`config.mk`:
```
export PLATFORM = sky130hd
export DESIGN_NAME = prio_encoder_pipe_flat
export DESIGN_NICKNAME = d
export VERILOG_FILES = /design/src/rtl/prio_encoder_pipe_if.sv /design/src/rtl/prio_encoder_pipe.sv /design/src/flat_wrapper.sv
export SDC_FILE = /design/constraint.sdc
export NUM_CORES = 1
export LEC_CHECK = 0
export ABC_CLOCK_PERIOD_IN_PS = 3100
export BUFFER_PORTS_ARGS = -buffer_cell sky130_fd_sc_hd__buf_2
export CAP_MARGIN = 5
export CORE_AREA = 2 2 45 64
export CTS_CLUSTER_SIZE = 20
export DETAILED_ROUTE_END_ITERATION = 10
export DIE_AREA = 0 0 47 66
export PLACE_DENSITY = 0.72
export SETUP_SLACK_MARGIN = 0.5
export SLEW_MARGIN = 30
export SYNTH_ARGS = -nofsm -noshare
export SYNTH_HDL_FRONTEND = slang
export SYNTH_SLANG_ARGS = --single-unit
export TNS_END_PERCENT = 5
```
`constraint.sdc`:
```
create_clock -name clk -period 3.1 [get_ports clk]
set_input_delay 0.155 -clock clk [delete_from_list [all_inputs] [get_ports clk]]
set_output_delay 0.155 -clock clk [all_outputs]
set_load 0.005 [all_outputs]
```
`src/rtl/prio_encoder_pipe_if.sv`:
```
// Request/grant bundle for prio_encoder_pipe: master drives requests and ready, slave returns the grant.
interface prio_encoder_pipe_if #(
    parameter int N = 8,
    parameter int W = (N < 2) ? 1 : $clog2(N)
);
    logic         enable;
    logic         mode;
    logic [N-1:0] req;
    logic         out_ready;
    logic         out_valid;
    logic [W-1:0] out_idx;
    logic [N-1:0] out_onehot;

    modport master (
        output enable, mode, req, out_ready,
        input  out_valid, out_idx, out_onehot
    );

    modport slave (
        input  enable, mode, req, out_ready,
        output out_valid, out_idx, out_onehot
    );
endinterface

```
`src/rtl/prio_encoder_pipe.sv`:
```
// Registered fixed/round-robin priority encoder; PRIO_ENCODER_PIPE_STICKY_EN adds pending-request capture.
// Latency: one cycle from accepted request vector to out_valid/out_idx/out_onehot.
// Backpressure: result holds while out_valid & ~out_ready; enable=0 freezes all state.
module prio_encoder_pipe #(
    parameter int N = 8,
    parameter int W = (N < 2) ? 1 : $clog2(N)
) (
    input  logic               clk,
    input  logic               clear_n,
    prio_encoder_pipe_if.slave bus
);

    logic         accept;
    logic         any;
    logic [N-1:0] eff;
    logic [W-1:0] ptr;
    logic [W-1:0] ptr_next;
    logic [W-1:0] fix_sel;
    logic [W-1:0] rr_sel;
    logic [W-1:0] wrap_sel;
    logic         rr_hit;
    logic [W-1:0] sel;
    logic [N-1:0] sel_onehot;

    logic         valid_q;
    logic [W-1:0] idx_q;
    logic [N-1:0] onehot_q;

    assign accept = bus.enable & (~valid_q | bus.out_ready);
    assign any    = |eff;

`ifdef PRIO_ENCODER_PIPE_STICKY_EN
    logic [N-1:0] pending;
    logic [N-1:0] grant_onehot;

    assign eff          = pending | bus.req;
    assign grant_onehot = (accept & any) ? sel_onehot : '0;

    // Pulses seen under backpressure survive here until their own grant.
    always_ff @(posedge clk or negedge clear_n) begin
        if (!clear_n) begin
            pending <= '0;
        end else if (bus.enable) begin
            pending <= eff & ~grant_onehot;
        end
    end
`else
    assign eff = bus.req;
`endif

    always_comb begin
        fix_sel = '0;
        for (int i = 0; i < N; i++) begin
            if (eff[i]) fix_sel = W'(i);
        end
    end

    // Descending scan so the last hit is the lowest index; wrap_sel covers the no-hit-above-ptr case.
    always_comb begin
        rr_sel   = '0;
        wrap_sel = '0;
        rr_hit   = 1'b0;
        for (int i = N - 1; i >= 0; i--) begin
            if (eff[i]) begin
                wrap_sel = W'(i);
                if (i >= int'(ptr)) begin
                    rr_sel = W'(i);
                    rr_hit = 1'b1;
                end
            end
        end
        if (!rr_hit) rr_sel = wrap_sel;
    end

    assign sel        = bus.mode ? rr_sel : fix_sel;
    assign sel_onehot = {{(N-1){1'b0}}, 1'b1} << sel;
    assign ptr_next   = (sel == W'(N - 1)) ? '0 : sel + 1'b1;

    always_ff @(posedge clk or negedge clear_n) begin
        if (!clear_n) begin
            valid_q  <= 1'b0;
            idx_q    <= '0;
            onehot_q <= '0;
            ptr      <= '0;
        end else if (accept) begin
            valid_q  <= any;
            onehot_q <= any ? sel_onehot : '0;
            if (any) idx_q <= sel;
            if (any && bus.mode) ptr <= ptr_next;
        end
    end

    assign bus.out_valid  = valid_q;
    assign bus.out_idx    = idx_q;
    assign bus.out_onehot = onehot_q;

endmodule

```
`src/flat_wrapper.sv`:
```
// flat-port wrapper written by rule: the top's interface ports become plain ports
module prio_encoder_pipe_flat 
#(
    parameter int N = 8,
    parameter int W = (N < 2) ? 1 : $clog2(N)
)
  (clk, clear_n, bus_enable, bus_mode, bus_req, bus_out_ready, bus_out_valid, bus_out_idx, bus_out_onehot);
  prio_encoder_pipe_if #(.N(N), .W(W)) bus_i ();
  input  logic clk;
  input  logic clear_n;
  input wire logic [$bits(bus_i.enable)-1:0] bus_enable;
  input wire logic [$bits(bus_i.mode)-1:0] bus_mode;
  input wire logic [$bits(bus_i.req)-1:0] bus_req;
  input wire logic [$bits(bus_i.out_ready)-1:0] bus_out_ready;
  output wire logic [$bits(bus_i.out_valid)-1:0] bus_out_valid;
  output wire logic [$bits(bus_i.out_idx)-1:0] bus_out_idx;
  output wire logic [$bits(bus_i.out_onehot)-1:0] bus_out_onehot;
  assign bus_i.enable = bus_enable;
  assign bus_i.mode = bus_mode;
  assign bus_i.req = bus_req;
  assign bus_i.out_ready = bus_out_ready;
  assign bus_out_valid = bus_i.out_valid;
  assign bus_out_idx = bus_i.out_idx;
  assign bus_out_onehot = bus_i.out_onehot;
  prio_encoder_pipe #(.N(N), .W(W)) u_core (.clk(clk), .clear_n(clear_n), .bus(bus_i));
endmodule
```
# Word-level counts from Yosys, hierarchy flattened
# Cells that the tools add are included.
[totals] wordCells=69 out_inout_bits=12 register_bits=15 input_bits=13
[op_classes] shift=1 addsub=1 bitwise_logic=3 magnitude_cmp=7 muxes=48 reduce_logical=4 n_eq_ne=1
[op_table] op="3-bit two-way mux" count=31
[op_table] op="1-bit two-way mux" count=16
[op_table] op="3-bit greater-or-equal comparator (first input constant)" count=3
[op_table] op="8-bit two-way mux" count=1
[op_table] op="8-bit OR reduction" count=1
[op_table] op="1-bit by 3-bit left shift with 8-bit output (first input constant)" count=1
[op_table] op="1-bit by 3-bit greater-or-equal comparator with 1-bit output (first input constant)" count=2
[op_table] op="2-bit by 3-bit greater-or-equal comparator with 1-bit output (first input constant)" count=2
[op_table] op="2-bit AND reduction" count=2
[op_table] op="3-bit by 1-bit adder with 3-bit output (second input constant)" count=1
[op_table] op="3-bit equality test (second input constant)" count=1
[op_table] op="1-bit bitwise AND" count=1
[op_table] op="1-bit logical AND" count=1
[op_table] op="1-bit NOT" count=1
[op_table] op="1-bit bitwise OR" count=1

# Longest topological paths before layout
# Gate-level depths: netlist of the first run.
[depth] ltp_word=19 depth_mapped=10 mapped_depth_nobuf=9

# Worst setup path after synthesis of the first run
# Ideal clock, no wire load.
[synth_timing] path_type="reg2reg" from="register u_core.ptr[1]" to="register u_core.ptr[0]" n_path_buf=1 path_slack_ns=0.496 synth_period_minus_slack_ns=2.604 setup_time_ns=0.077 stages_incl_launch_ff=11 t_required_ns=3.023 arrival_ns=2.527 path_cell_list="dfrtp_1 buf_4 a21bo_2 a21oi_2 nor4b_1 o31ai_1 inv_1 ha_1 ha_1 or4_1 o21ai_1"
[synth_via] elab_chain_len=19 word_cells_on_any_way=40 classes_between="1 x add/sub; 7 x order compare; 1 x eq/ne; 31 x mux"
[synth_lines] element="from (decl)" line="prio_encoder_pipe.sv:16" text="logic [W-1:0] ptr;"
[synth_lines] element="from (signal assigned)" line="prio_encoder_pipe.sv:89" text="if (any && bus.mode) ptr <= ptr_next;"
[synth_lines] element="3-bit greater-or-equal comparator" line="prio_encoder_pipe.sv:66" text="if (i >= int'(ptr)) begin"
[synth_lines] element="3-bit two-way mux or 1-bit two-way mux (tied branches)" line="prio_encoder_pipe.sv:66"
[synth_lines] element="3-bit two-way mux or 1-bit two-way mux (tied branches)" line="prio_encoder_pipe.sv:64" text="if (eff[i]) begin"
[synth_lines] element="3-bit two-way mux or 1-bit two-way mux (tied branches)" line="prio_encoder_pipe.sv:66"
[synth_lines] element="3-bit two-way mux or 1-bit two-way mux (tied branches)" line="prio_encoder_pipe.sv:64"
[synth_lines] element="3-bit two-way mux or 1-bit two-way mux (tied branches)" line="prio_encoder_pipe.sv:66"
[synth_lines] element="3-bit two-way mux or 1-bit two-way mux (tied branches)" line="prio_encoder_pipe.sv:64"
[synth_lines] element="3-bit two-way mux or 1-bit two-way mux (tied branches)" line="prio_encoder_pipe.sv:66"
[synth_lines] element="(+4 left out)"
[synth_lines] element="3-bit two-way mux or 1-bit two-way mux (tied branches)" line="prio_encoder_pipe.sv:64"
[synth_lines] element="3-bit two-way mux or 1-bit two-way mux (tied branches)" line="prio_encoder_pipe.sv:66"
[synth_lines] element="3-bit two-way mux or 1-bit two-way mux (tied branches)" line="prio_encoder_pipe.sv:64"
[synth_lines] element="3-bit two-way mux (*)" line="prio_encoder_pipe.sv:72" text="if (!rr_hit) rr_sel = wrap_sel;"
[synth_lines] element="3-bit two-way mux (*)" line="prio_encoder_pipe.sv:75" text="assign sel = bus.mode ? rr_sel : fix_sel;"
[synth_lines] element="net u_core.sel[1]" line="prio_encoder_pipe.sv:22" text="logic [W-1:0] sel;"
[synth_lines] element="3-bit equality test (*)" line="prio_encoder_pipe.sv:77" text="assign ptr_next = (sel == W'(N - 1)) ? '0 : sel + 1'b1;"
[synth_lines] element="3-bit two-way mux (*)" line="prio_encoder_pipe.sv:77"
# The timed path passes the listed nets; every way through them passes the cells marked *.
# A chain may end at the register's enable or synchronous reset.

# Worst setup path in the final report of the first run
[layout_timing] from="register u_core.ptr[0]" to="register u_core.ptr[0]"
[layout_via] elab_chain_len=19 word_cells_on_any_way=40 classes_between="1 x add/sub; 7 x order compare; 1 x eq/ne; 31 x mux"
[layout_lines] element="3-bit greater-or-equal comparator" line="prio_encoder_pipe.sv:66"
[layout_lines] element="3-bit two-way mux or 1-bit two-way mux (tied branches)" line="prio_encoder_pipe.sv:66"
[layout_lines] element="3-bit two-way mux or 1-bit two-way mux (tied branches)" line="prio_encoder_pipe.sv:64"
[layout_lines] element="3-bit two-way mux or 1-bit two-way mux (tied branches)" line="prio_encoder_pipe.sv:66"
[layout_lines] element="3-bit two-way mux or 1-bit two-way mux (tied branches)" line="prio_encoder_pipe.sv:64"
[layout_lines] element="3-bit two-way mux or 1-bit two-way mux (tied branches)" line="prio_encoder_pipe.sv:66"
[layout_lines] element="3-bit two-way mux or 1-bit two-way mux (tied branches)" line="prio_encoder_pipe.sv:64"
[layout_lines] element="3-bit two-way mux or 1-bit two-way mux (tied branches)" line="prio_encoder_pipe.sv:66"
[layout_lines] element="(+4 left out)"
[layout_lines] element="3-bit two-way mux or 1-bit two-way mux (tied branches)" line="prio_encoder_pipe.sv:64"
[layout_lines] element="3-bit two-way mux or 1-bit two-way mux (tied branches)" line="prio_encoder_pipe.sv:66"
[layout_lines] element="3-bit two-way mux or 1-bit two-way mux (tied branches)" line="prio_encoder_pipe.sv:64"
[layout_lines] element="3-bit two-way mux (*)" line="prio_encoder_pipe.sv:72"
[layout_lines] element="3-bit two-way mux (*)" line="prio_encoder_pipe.sv:75"
[layout_lines] element="net u_core.sel[0]" line="prio_encoder_pipe.sv:22"
[layout_lines] element="3-bit by 1-bit adder with 3-bit output or 3-bit equality test (tied branches)" line="prio_encoder_pipe.sv:77"
[layout_lines] element="3-bit two-way mux (*)" line="prio_encoder_pipe.sv:77"
# Marked as above.

==> metrics.md, run 1 <==
| Metric | Value |
|---|---|
| # nets final | between 150 and 200 |
| Synth Register Bits | 15 |
| Via count | 1072 |
| Critical path startpoint | u_core.ptr[0] |
| Syn Inst Count | between 100 and 150 |
| Slew Viols, Final | 0 |
| Syn Area/Cell | 8.998 um^2 |
| I/O Buffers | 24 |
| Die Y | between 60 and 70 um |
| H-tree levels | 1 |
| Pre-CTS WS | roughly 0.14 ns |
| Fin Setup TNS | 0 ns |
| Xor and xnor area share after synthesis | 0 |
| Worst VDD drop | 0.0004449 V |
| Max Buffers Root-to-Sink | 2 |
| Number of global-route vias before repair | 1103 |
| CP required | ~3.3 ns |
| Initial Util | 0.4264 |
| Antenna Violating Nets Remaining | 0 |
| Clk sink count | 15 |
| Worst R2R Path Depth | 9 |
| Layout cell share with drive strength beyond 1 | 0.3548 |
| Iteration-0 DRC Markers | 11 |
| Unrepaired setup endpoints after global routing | yes |
| Register area share after synthesis | 0.3476 |
| Synth Area in Simple Gates | 0.2190 |
| Period utilisation layout | 0.8233 |
| DRC violations left | 0 |
| Drt pass-1 iters | 4 |
| Final worst slack | roughly 0.55 ns |
| Post-Syn Nets | between 100 and 150 |
| Vias per cell | ~5.6 |
| Total power | 0.0009431 W |
| Post-Syn Area | 1080 um^2 |
| CP Max Fanout | 7 |
| Cell mode on critical path | ha_4 |
| Hold Crit Class | in2async |
| Diodes inserted | 0 |
| Gr usage total | 0.2015 |
| Max Cap Viol | 0 |
| Post-synth EDFFs | 0 |
| Hpwl dp | 2036 um |
| Pwr dens | 671.2 nW/um^2 |
| CTS Buf Count | 3 |
| Critical path type | reg2reg |
| Grt ovf | 0 |
| Compound-cell area share of the yosys netlist | 0.3059 |
| Adder-Cell Fraction of Synth Area | 0.06952 |
| Most used DFF post-synth | dfrtp_1 |
| Die width | 47 um |
| Worst-Margin Slew | about 0.66 ns |
| Pin count of the biggest net entering global routing | 16 |
| Worst-path cell chain | nor3b_2 -> a211oi_1 -> o22a_1 -> nor4b_4 -> nor2_1 -> ha_4 -> ha_4 -> or4_1 -> o21ai_1 |
| Combinational family with the most area after synthesis | compound AO/OA/AOI/OAI gates |
| Number of endpoints failing setup at the final stage | 0 |
| Area delta synth->final | 30.13% |
| WHS | roughly 0.29 ns |
| Initial antenna violation count | 0 |
| Routed length per instance | ~15 um |
| Min cycle time layout | around 2.6 ns |
| Total Wirelength | around 3000 um |
| Yosys Warn Count | 0 |
| Reg-to-Reg Start | u_core.ptr[0] |
| Max-slew headroom | 0.5562 |
| Leak pwr | about 0.65 nW |
| Die area | around 3100 um^2 |
| Status | finished, final reports clean |
| Crit end category | register |
| RD Place Congestion | approximately 0.93 |
| Clock transition at path regs | 0.09 ns |
| CP arrival | 2.75 ns |
| Ports | 25 |
| Crit-path slowest cell | dfrtp_2 |
| First-pass GRT wire length | approximately 4600 um |
| Fmax | about 390 MHz |
| CTS tree | done |
| Startpoint Class | register |
| Worst path max stage delay | 0.48 ns |
| Most frequent cells in the layout | buf_2, nand2_1, dfrtp_1 |
| Multiplexer share of the synthesized area | 0.01043 |
| Final Hold Fails | 0 |
| Commonest non-fill, non-tap cell in the layout | buf_2 |
| Site Rows | 22 |
| Ys async rst share | 1.000 |
| Clk Latency, worst-skew pair | 0.28 ns |
| Yosys cell types | 40 |
| Root buf cell | clkbuf_4 |
| Core area | 2532 um^2 |
| Worst Skew | around 0.0044 ns |
## state kept, by name (all words and copies together) (netlist names)
signal	count
u_core.bus.out_idx	3
u_core.ptr	3
u_core.bus.out_valid	1
u_core.bus.out_onehot	8
## cells by family after synthesis
| group | count (synthesis) |
|---|---|
| simple gates | 44 |
| compound gates | 44 |
| buf+inv | 10 |
| mux | 1 |
| fa+ha+maj | 6 |
| flops | 15 |
## layout make-up
type	instances	area (um^2)
repair buffers	35	205.2
flip-flops and latches	15	379.1
multi-input cells	95	726.9
inverters	6	22.52
clock buffers	4	26.28
well taps	36	45.04
fillers	250	1127
## repair_timing
action	4_1_cts	5_1_grt
gates cloned	0	0
endpoints found under the setup margin	3	2
resized for setup	10	8
endpoints found under the hold margin	15	0
pin swaps	3	8
hold buffers	1	0
setup buffers	7	3
## through the flow
stage	std cells	instance area [um^2]	util
floorplan	120	1080	-
global placement	176	1216	0.4802
detailed placement	176	1216	0.4802
CTS	188	1341	0.5296
global route	191	1405	0.5548
finish	191	1405	0.5548
## critical path, delay by kind of cell, from the launching register on
family                   cells  cell delay (ns)
AO/OA/AOI/OAI                3             0.48
adder cells (fa/ha/maj)      2             0.34
AND/OR/NAND/NOR              4             1.18
flip-flops                   1             0.48
## cell usage after synthesis (2+ instances only)
library cell	n	area share
a211oi_1	3	0.021
nand2_1	16	0.056
nor2_1	9	0.031
ha_1	6	0.070
dfrtp_1	15	0.35
buf_2	2	0.0093
or2_1	2	0.012
a21boi_0	3	0.021
a22o_1	5	0.041
nor3_1	2	0.0093
o21ai_0	10	0.046
nor4_1	2	0.012
inv_1	6	0.021
o21a_1	3	0.021
nand2b_1	2	0.012
nor2b_1	4	0.023
o21ai_1	4	0.019
a21oi_1	4	0.019
## path summary, 6_finish.rpt
check | end | slack [ns]
hold reg to reg | u_core.bus.out_onehot[4] | 0.49
min in group clk | u_core.ptr[0] | 0.30
setup / recovery | u_core.ptr[0] | 0.55
hold / removal | u_core.bus.out_onehot[4] | 0.29
max in group asynchronous | u_core.ptr[0] | 2.54
setup reg to reg | u_core.ptr[0] | 0.55
## per-layer routing
metal,global-route usage,share of wire,vias up
li1,-,-,511
met1,0.2474,0.39,518
met2,0.3288,0.54,31
met3,0.01366,0.034,12
met4,0.1215,0.036,0
met5,0,0,-
## report_power, final
| part | internal (W) | switching, W | total, W |
|---|---|---|---|
| logic | 0.000252 | 0.000251 | 0.000503 |
| registers | 0.000257 | 0.0000747 | 0.000331 |
| clock network | 0.0000499 | 0.0000593 | 0.000109 |
Note: power is estimated with default switching activity, not from simulation.
==> run 2, diff against run 1 <==
Settings changed: ABC_AREA set to 1, ABC_CLOCK_PERIOD_IN_PS 3100 to 2600, CORE_AREA 2 2 45 64 to 2 2 45 63, DIE_AREA 0 0 47 66 to 0 0 47 65.
Clock period 3.1 ns to 2.6 ns, I/O delays scaled along.
==> run 2 against run 1 <==
Net effect:
- core utilization shrank 0.64 points
- total power grew 11%
- combinational power grew 11%
- largest cell class unchanged
==> metrics.md, run 2 <==
| Metric | Value |
|---|---|
| Hold Path End | u_core.bus.out_onehot[5] |
| CP arrival | approximately 2.2 ns |
| Hpwl dp | 1871 um |
| Leak pwr | roughly 0.75 nW |
| Startpoint Class | register |
| Most frequent cells in the layout | nand2_1, buf_2, dfrtp_1 |
| CP Max Fanout | 6 |
| Site Rows | 22 |
| CTS Buf Count | 3 |
| Synth Register Bits | 15 |
| Unrepaired setup endpoints after global routing | yes |
| Commonest non-fill, non-tap cell in the layout | nand2_1 |
| Worst-Margin Slew | 0.3568 ns |
| Number of endpoints failing setup at the final stage | 0 |
| WHS | roughly 0.18 ns |
| Diodes inserted | 0 |
| Hold Crit Class | in2reg |
| Area leader, netlist | dfrtp_1 |
| M2 GR Usage | 0.3065 |
| First-pass GRT wire length | between 3000 and 4000 um |
| Post-synth top cells | nand2_1, inv_1, dfrtp_1 |
| Clk sink count | 15 |
| Number of global-route vias before repair | between 900 and 1000 |
| Worst-path cell chain | clkinv_4 -> o21ai_4 -> nand2_4 -> nor2_4 -> nand2_1 -> nor2_1 -> nor2_1 -> nand2_2 -> nand2_2 -> inv_2 -> ha_4 -> ha_4 -> inv_2 -> nand2_1 -> inv_2 -> nand2_2 -> o21ai_2 |
| Syn Area/Cell | approximately 7 um^2 |
| Hold depth | 4 |
| Ys async rst share | 1.000 |
| Max Buffers Root-to-Sink | 2 |
| Status | finished, final reports clean |
| # nets final | 200 |
| Pwr dens | about 750 nW/um^2 |
| Core area | around 2500 um^2 |
| Routed length per instance | ~12 um |
| Max Cap Viol | 0 |
| CTS tree | done |
| Die area | between 3000 and 4000 um^2 |
| Yosys Warn Count | 0 |
| CP required | 2.79 ns |
| Area delta synth->final | 32.77% |
| Via count | approximately 1000 |
| Yosys cell types | 19 |
| Clock transition at path regs | 0.09 ns |
| DRC violations left | 0 |
| Fmax | slightly below 500 MHz |
| Top cells by area, synth | dfrtp_1, nand2_1, ha_1 |
| Ports | 25 |
| Worst path max stage delay | about 0.43 ns |
| Die width | between 40 and 50 um |
| Most common cell in the netlist | nand2_1 |
| Max FFs per register | 8 |
| Root buf cell | clkbuf_4 |
| Gr usage total | 0.1767 |
| Critical path startpoint | u_core.ptr[2] |
| Critical path type | reg2reg |
| Met3 Use GR | 0.03621 |
| Drt pass-1 iters | 4 |
| Reg-to-Reg Start | u_core.ptr[2] |
| Fill cell count | around 260 |
| Worst Skew | 0.001007 ns |
| Post-Syn Nets | about 170 |
| Slew Viols, Final | 0 |
| Crit-path slowest cell | dfrtp_2 |
| R2R Setup Slk | between 0.5 and 0.6 ns |
| Worst R2R Path Depth | 17 |
| Max-slew headroom | 0.7621 |
| Clk Latency, worst-skew pair | approximately 0.30 ns |
| Post-synth EDFFs | 0 |
| Iteration-0 DRC Markers | 16 |
| I/O Buffers | 24 |
| Hold path start | bus_enable |
| Most used DFF post-synth | dfrtp_1 |
| Register area share after synthesis | 0.3589 |
| Fin Setup TNS | 0 ns |
| Final Hold Fails | 0 |
| Busiest layer in global routing | met2 |
| Initial Util | 0.4130 |
| Reg-to-reg critical path endpoint | u_core.ptr[1] |
| Syn Inst Count | between 100 and 150 |
| Post-Syn Area | approximately 1000 um^2 |
| CP delay by family, top | simple AND/OR/NAND/NOR gates |
| Levels on crit path | 17 |
| GR Util met1 | 0.1914 |
| Die Y | 65 um |
| Layout cell share with drive strength beyond 1 | 0.3944 |
| Vias per cell | approximately 4.8 |
| Crit end category | register |
| Period utilisation layout | 0.7880 |
| Grt ovf | 0 |
| Synth top area share | 0.3589 |
| H-tree levels | 1 |
| Total Wirelength | around 2600 um |
| Pin count of the biggest net entering global routing | 16 |
| Worst VDD drop | approximately 0.00037 V |
| Min cycle time layout | between 2 and 2.5 ns |
| RD Place Congestion | 0.8707 |
| Antenna Violating Nets Remaining | 0 |
| Worst Path Buf+Inv | 4 |
| Initial antenna violation count | 0 |
==> run 2: layer usage <==
metal	routed length [um]	part of all wire
met1	1009	0.39
met2	1409	0.54
met3	109	0.042
met4	59	0.023
met5	0	0
==> run 2: worst max-delay path by stage <==
stage	slack, ns	end
CTS	0.51	u_core.ptr[1]
floorplan	0.71	u_core.ptr[2]
finish	0.55	u_core.ptr[1]
detailed placement	0.50	u_core.ptr[1]
global route	0.41	u_core.ptr[1]
global placement	0.54	u_core.ptr[1]
==> run 2: stage by stage <==
| step | std cells | power [W] | worst slack [ns] | util | area [um^2] |
|---|---|---|---|---|---|
| after CTS | 212 | 0.0008898 | 0.5111 | 0.5005 | 1267 |
| after global placement | 206 | 0.0007271 | 0.5352 | 0.4783 | 1211 |
| after global routing | 216 | 0.001133 | 0.4083 | 0.5484 | 1389 |
| final | 216 | 0.001045 | 0.5512 | 0.5484 | 1389 |
| after detailed placement | 206 | 0.0007419 | 0.5040 | 0.4783 | 1211 |
| after floorplan | 146 | 0.0006217 | 0.7070 | - | 1046 |
==> run 2: worst register-to-register path, stage by stage (launching register included) <==
cell	delay (ns)
dfrtp_2	0.43
clkinv_4	0.11
o21ai_4	0.21
nand2_4	0.08
nor2_4	0.15
nand2_1	0.08
nor2_1	0.10
nor2_1	0.06
nand2_2	0.08
nand2_2	0.06
inv_2	0.07
ha_4	0.14
ha_4	0.12
inv_2	0.03
nand2_1	0.06
inv_2	0.04
nand2_2	0.06
o21ai_2	0.05
==> run 2: final cells by class <==
type | count | area (um^2) | share of cell area
clock buffers | 4 | 26.28 | 0.01892
well taps | 36 | 45.04 | 0.03243
multi-input cells | 109 | 679.4 | 0.4892
flip-flops and latches | 15 | 376.6 | 0.2712
inverters | 22 | 90.09 | 0.06486
repair buffers | 30 | 171.4 | 0.1234
==> run 2: timing repair <==
| action | CTS | global route |
|---|---|---|
| setup buffers | 1 | 4 |
| endpoints found under the hold margin | 15 | 0 |
| resized for setup | 2 | 27 |
| cloned | 0 | 0 |
| hold buffers | 1 | 0 |
| pin swaps | 1 | 14 |
| endpoints found under the setup margin | 2 | 5 |
==> run 2: cells by family (layout without fill, tap and decap cells) <==
kind of cell,after synthesis,in the layout,synth area share
compound gates,19,19,0.1160
fa+ha+maj,6,6,0.07177
buf+inv,22,56,0.07895
flops,15,15,0.3589
simple gates,84,84,0.3744
==> run 2: power breakdown <==
part           switching, W  internal (W)
Sequential        0.0000491      0.000296
Clock             0.0000801     0.0000600
Combinational      0.000325      0.000234
Total              0.000455      0.000590
==> run 3, diff against run 2 <==
Settings changed: ABC_CLOCK_PERIOD_IN_PS 2600 to 2000.
Clock period 2.6 ns to 2 ns, I/O delays scaled along.
==> run 3 against run 2 <==
Net effect:
- final cell count rose by 3.2%
- sequential power rose by 28%
- cell area rose by 3.4%
- register-to-register slack got worse by 0.51 ns
- die area did not move
- non-clock buffer count rose by 7
- flip-flop and latch count did not move
- worst hold slack improved by 0.054 ns
- setup slack got worse by 0.51 ns
- first-iteration DRC count rose by 56%
- via count rose by 4.4%
- critical path type unchanged
- critical endpoint unchanged
==> metrics.md, run 3 (same netlist as run 2, synthesis figures left out) <==
| Metric | Value |
|---|---|
| Drt pass-1 iters | 4 |
| Fmax | a little over 500 MHz |
| Worst-Margin Slew | ~0.33 ns |
| Core area | 2532 um^2 |
| Worst R2R Path Depth | 17 |
| DRC violations left | 0 |
| Period utilisation layout | 0.9794 |
| CP Max Fanout | 5 |
| Slew Viols, Final | 0 |
| Die width | 47 um |
| Max FFs per register | 8 |
| Via count | around 1100 |
| Placement Cell Area | 1284 um^2 |
| Fin Setup TNS | 0 ns |
| CTS tree | done |
| R2R Setup Slk | 0.04 ns |
| Reg-to-reg critical path endpoint | u_core.ptr[1] |
| Iteration-0 DRC Markers | 25 |
| Unrepaired setup endpoints after global routing | yes |
| First-pass GRT wire length | 4402 um |
| Clock transition at path regs | 0.09 ns |
| Ports | 25 |
| Final Hold Fails | 0 |
| Startpoint Class | register |
| Reg-to-Reg Start | u_core.ptr[1] |
| Gr usage total | 0.1942 |
| Most frequent cells in the layout | nand2_1, buf_2, dfrtp_1 |
| Pre-CTS WS | 0.03028 ns |
| Final instance area | between 1000 and 1500 um^2 |
| Layout cell share with drive strength beyond 1 | 0.4171 |
| CP arrival | about 2.2 ns |
| Min cycle time layout | between 1.5 and 2 ns |
| Grt ovf | 0 |
| Leak pwr | 0.7796 nW |
| Hpwl dp | between 1500 and 2000 um |
| Worst setup endpoint | u_core.ptr[1] |
| Diodes inserted | 0 |
| Root buf cell | clkbuf_4 |
| Commonest non-fill, non-tap cell in the layout | nand2_1 |
| Final worst slack | just over 0.04 ns |
| Clk Latency, worst-skew pair | 0.28 ns |
| CP required | 2.22 ns |
| # nets final | 207 |
| I/O Buffers | 24 |
| Pwr dens | slightly above 1000 nW/um^2 |
| Worst VDD drop | about 0.00059 V |
| Vias per cell | roughly 4.8 |
| Die Y | 65 um |
| Number of global-route vias before repair | about 1100 |
| Area delta synth->final | 37.32% |
| Total Wirelength | approximately 2800 um |
| Fill cell count | 245 |
| Initial Util | 0.4130 |
| Status | finished, final reports clean |
| Hold Crit Class | in2async |
| Routed length per instance | between 10 and 15 um |
| Max-slew headroom | 0.7759 |
| Crit end category | register |
| CTS Buf Count | 3 |
| Worst Skew | 0.004261 ns |
| Max Buffers Root-to-Sink | 2 |
| Die area | ~3000 um^2 |
| H-tree levels | 1 |
| Number of endpoints failing setup at the final stage | 0 |
| Site Rows | 22 |
| Initial antenna violation count | 0 |
| Critical path startpoint | u_core.ptr[1] |
| Max Cap Viol | 0 |
| RD Place Congestion | approximately 0.9 |
| Pin count of the biggest net entering global routing | 16 |
| Clk sink count | 15 |
| Critical path type | reg2reg |
| Antenna Violating Nets Remaining | 0 |
-- run 3: cell type report --
cell class              instances  area, um^2  share of cell area
multi-input cells             109       681.9              0.4747
well taps                      36       45.04             0.03136
clock buffers                   4       26.28             0.01829
flip-flops and latches         15       375.4              0.2613
inverters                      22       87.58             0.06098
repair buffers                 37       220.2              0.1533
-- run 3: worst min-delay path by stage --
stage	slack [ns]	to
finish	0.24	u_core.bus.out_idx[0]
global route	0.27	u_core.bus.out_valid
global placement	0.01	u_core.bus.out_onehot[4]
floorplan	-0.20	u_core.bus.out_idx[0]
detailed placement	0.02	u_core.bus.out_onehot[4]
CTS	0.23	u_core.bus.out_valid
-- run 3: where the power goes --
group          internal [W]  switching (W)  total [W]
sequential         0.000383      0.0000582   0.000441
clock             0.0000775      0.0000980   0.000175
combinational      0.000367       0.000461   0.000827
total              0.000827       0.000617    0.00144
-- run 3: through the flow --
| stage | cells | hold slack (ns) | power, W | utilization |
|---|---|---|---|---|
| after global routing | 223 | 0.2694 | 0.001544 | 0.5672 |
| after CTS | 218 | 0.2277 | 0.001346 | 0.5459 |
| after floorplan | 146 | -0.1956 | 0.0008752 | - |
| after global placement | 209 | 0.01124 | 0.001052 | 0.5069 |
| after detailed placement | 209 | 0.02177 | 0.001075 | 0.5069 |
| final | 223 | 0.2369 | 0.001444 | 0.5672 |
-- run 3: per-layer routing --
layer,wire [um],track usage,vias up
met5,0,0,-
met4,8,0.09375,0
met3,72,0.01114,2
met2,1557,0.3545,21
met1,1124,0.2116,513
li1,-,-,545
-- run 3: timing repair --
item	in CTS	in global routing
setup endpoints to repair	13	14
endpoints found under the hold margin	15	0
resized for setup	7	7
hold buffers	1	0
pin swaps	6	10
setup buffers	4	5
-- run 3: critical path: stages (launching register included) --
cell and delay (ns):
dfrtp_1 0.43, inv_4 0.12, nand2_4 0.08, o21ai_4 0.19
nor2_4 0.08, nand2_1 0.06, nor2_1 0.03, nor2_1 0.12
nand2_2 0.07, nand2_2 0.07, inv_2 0.05, ha_4 0.16
ha_4 0.15, inv_2 0.05, nand2_2 0.05, inv_2 0.06
nand2_1 0.05, o21ai_1 0.06
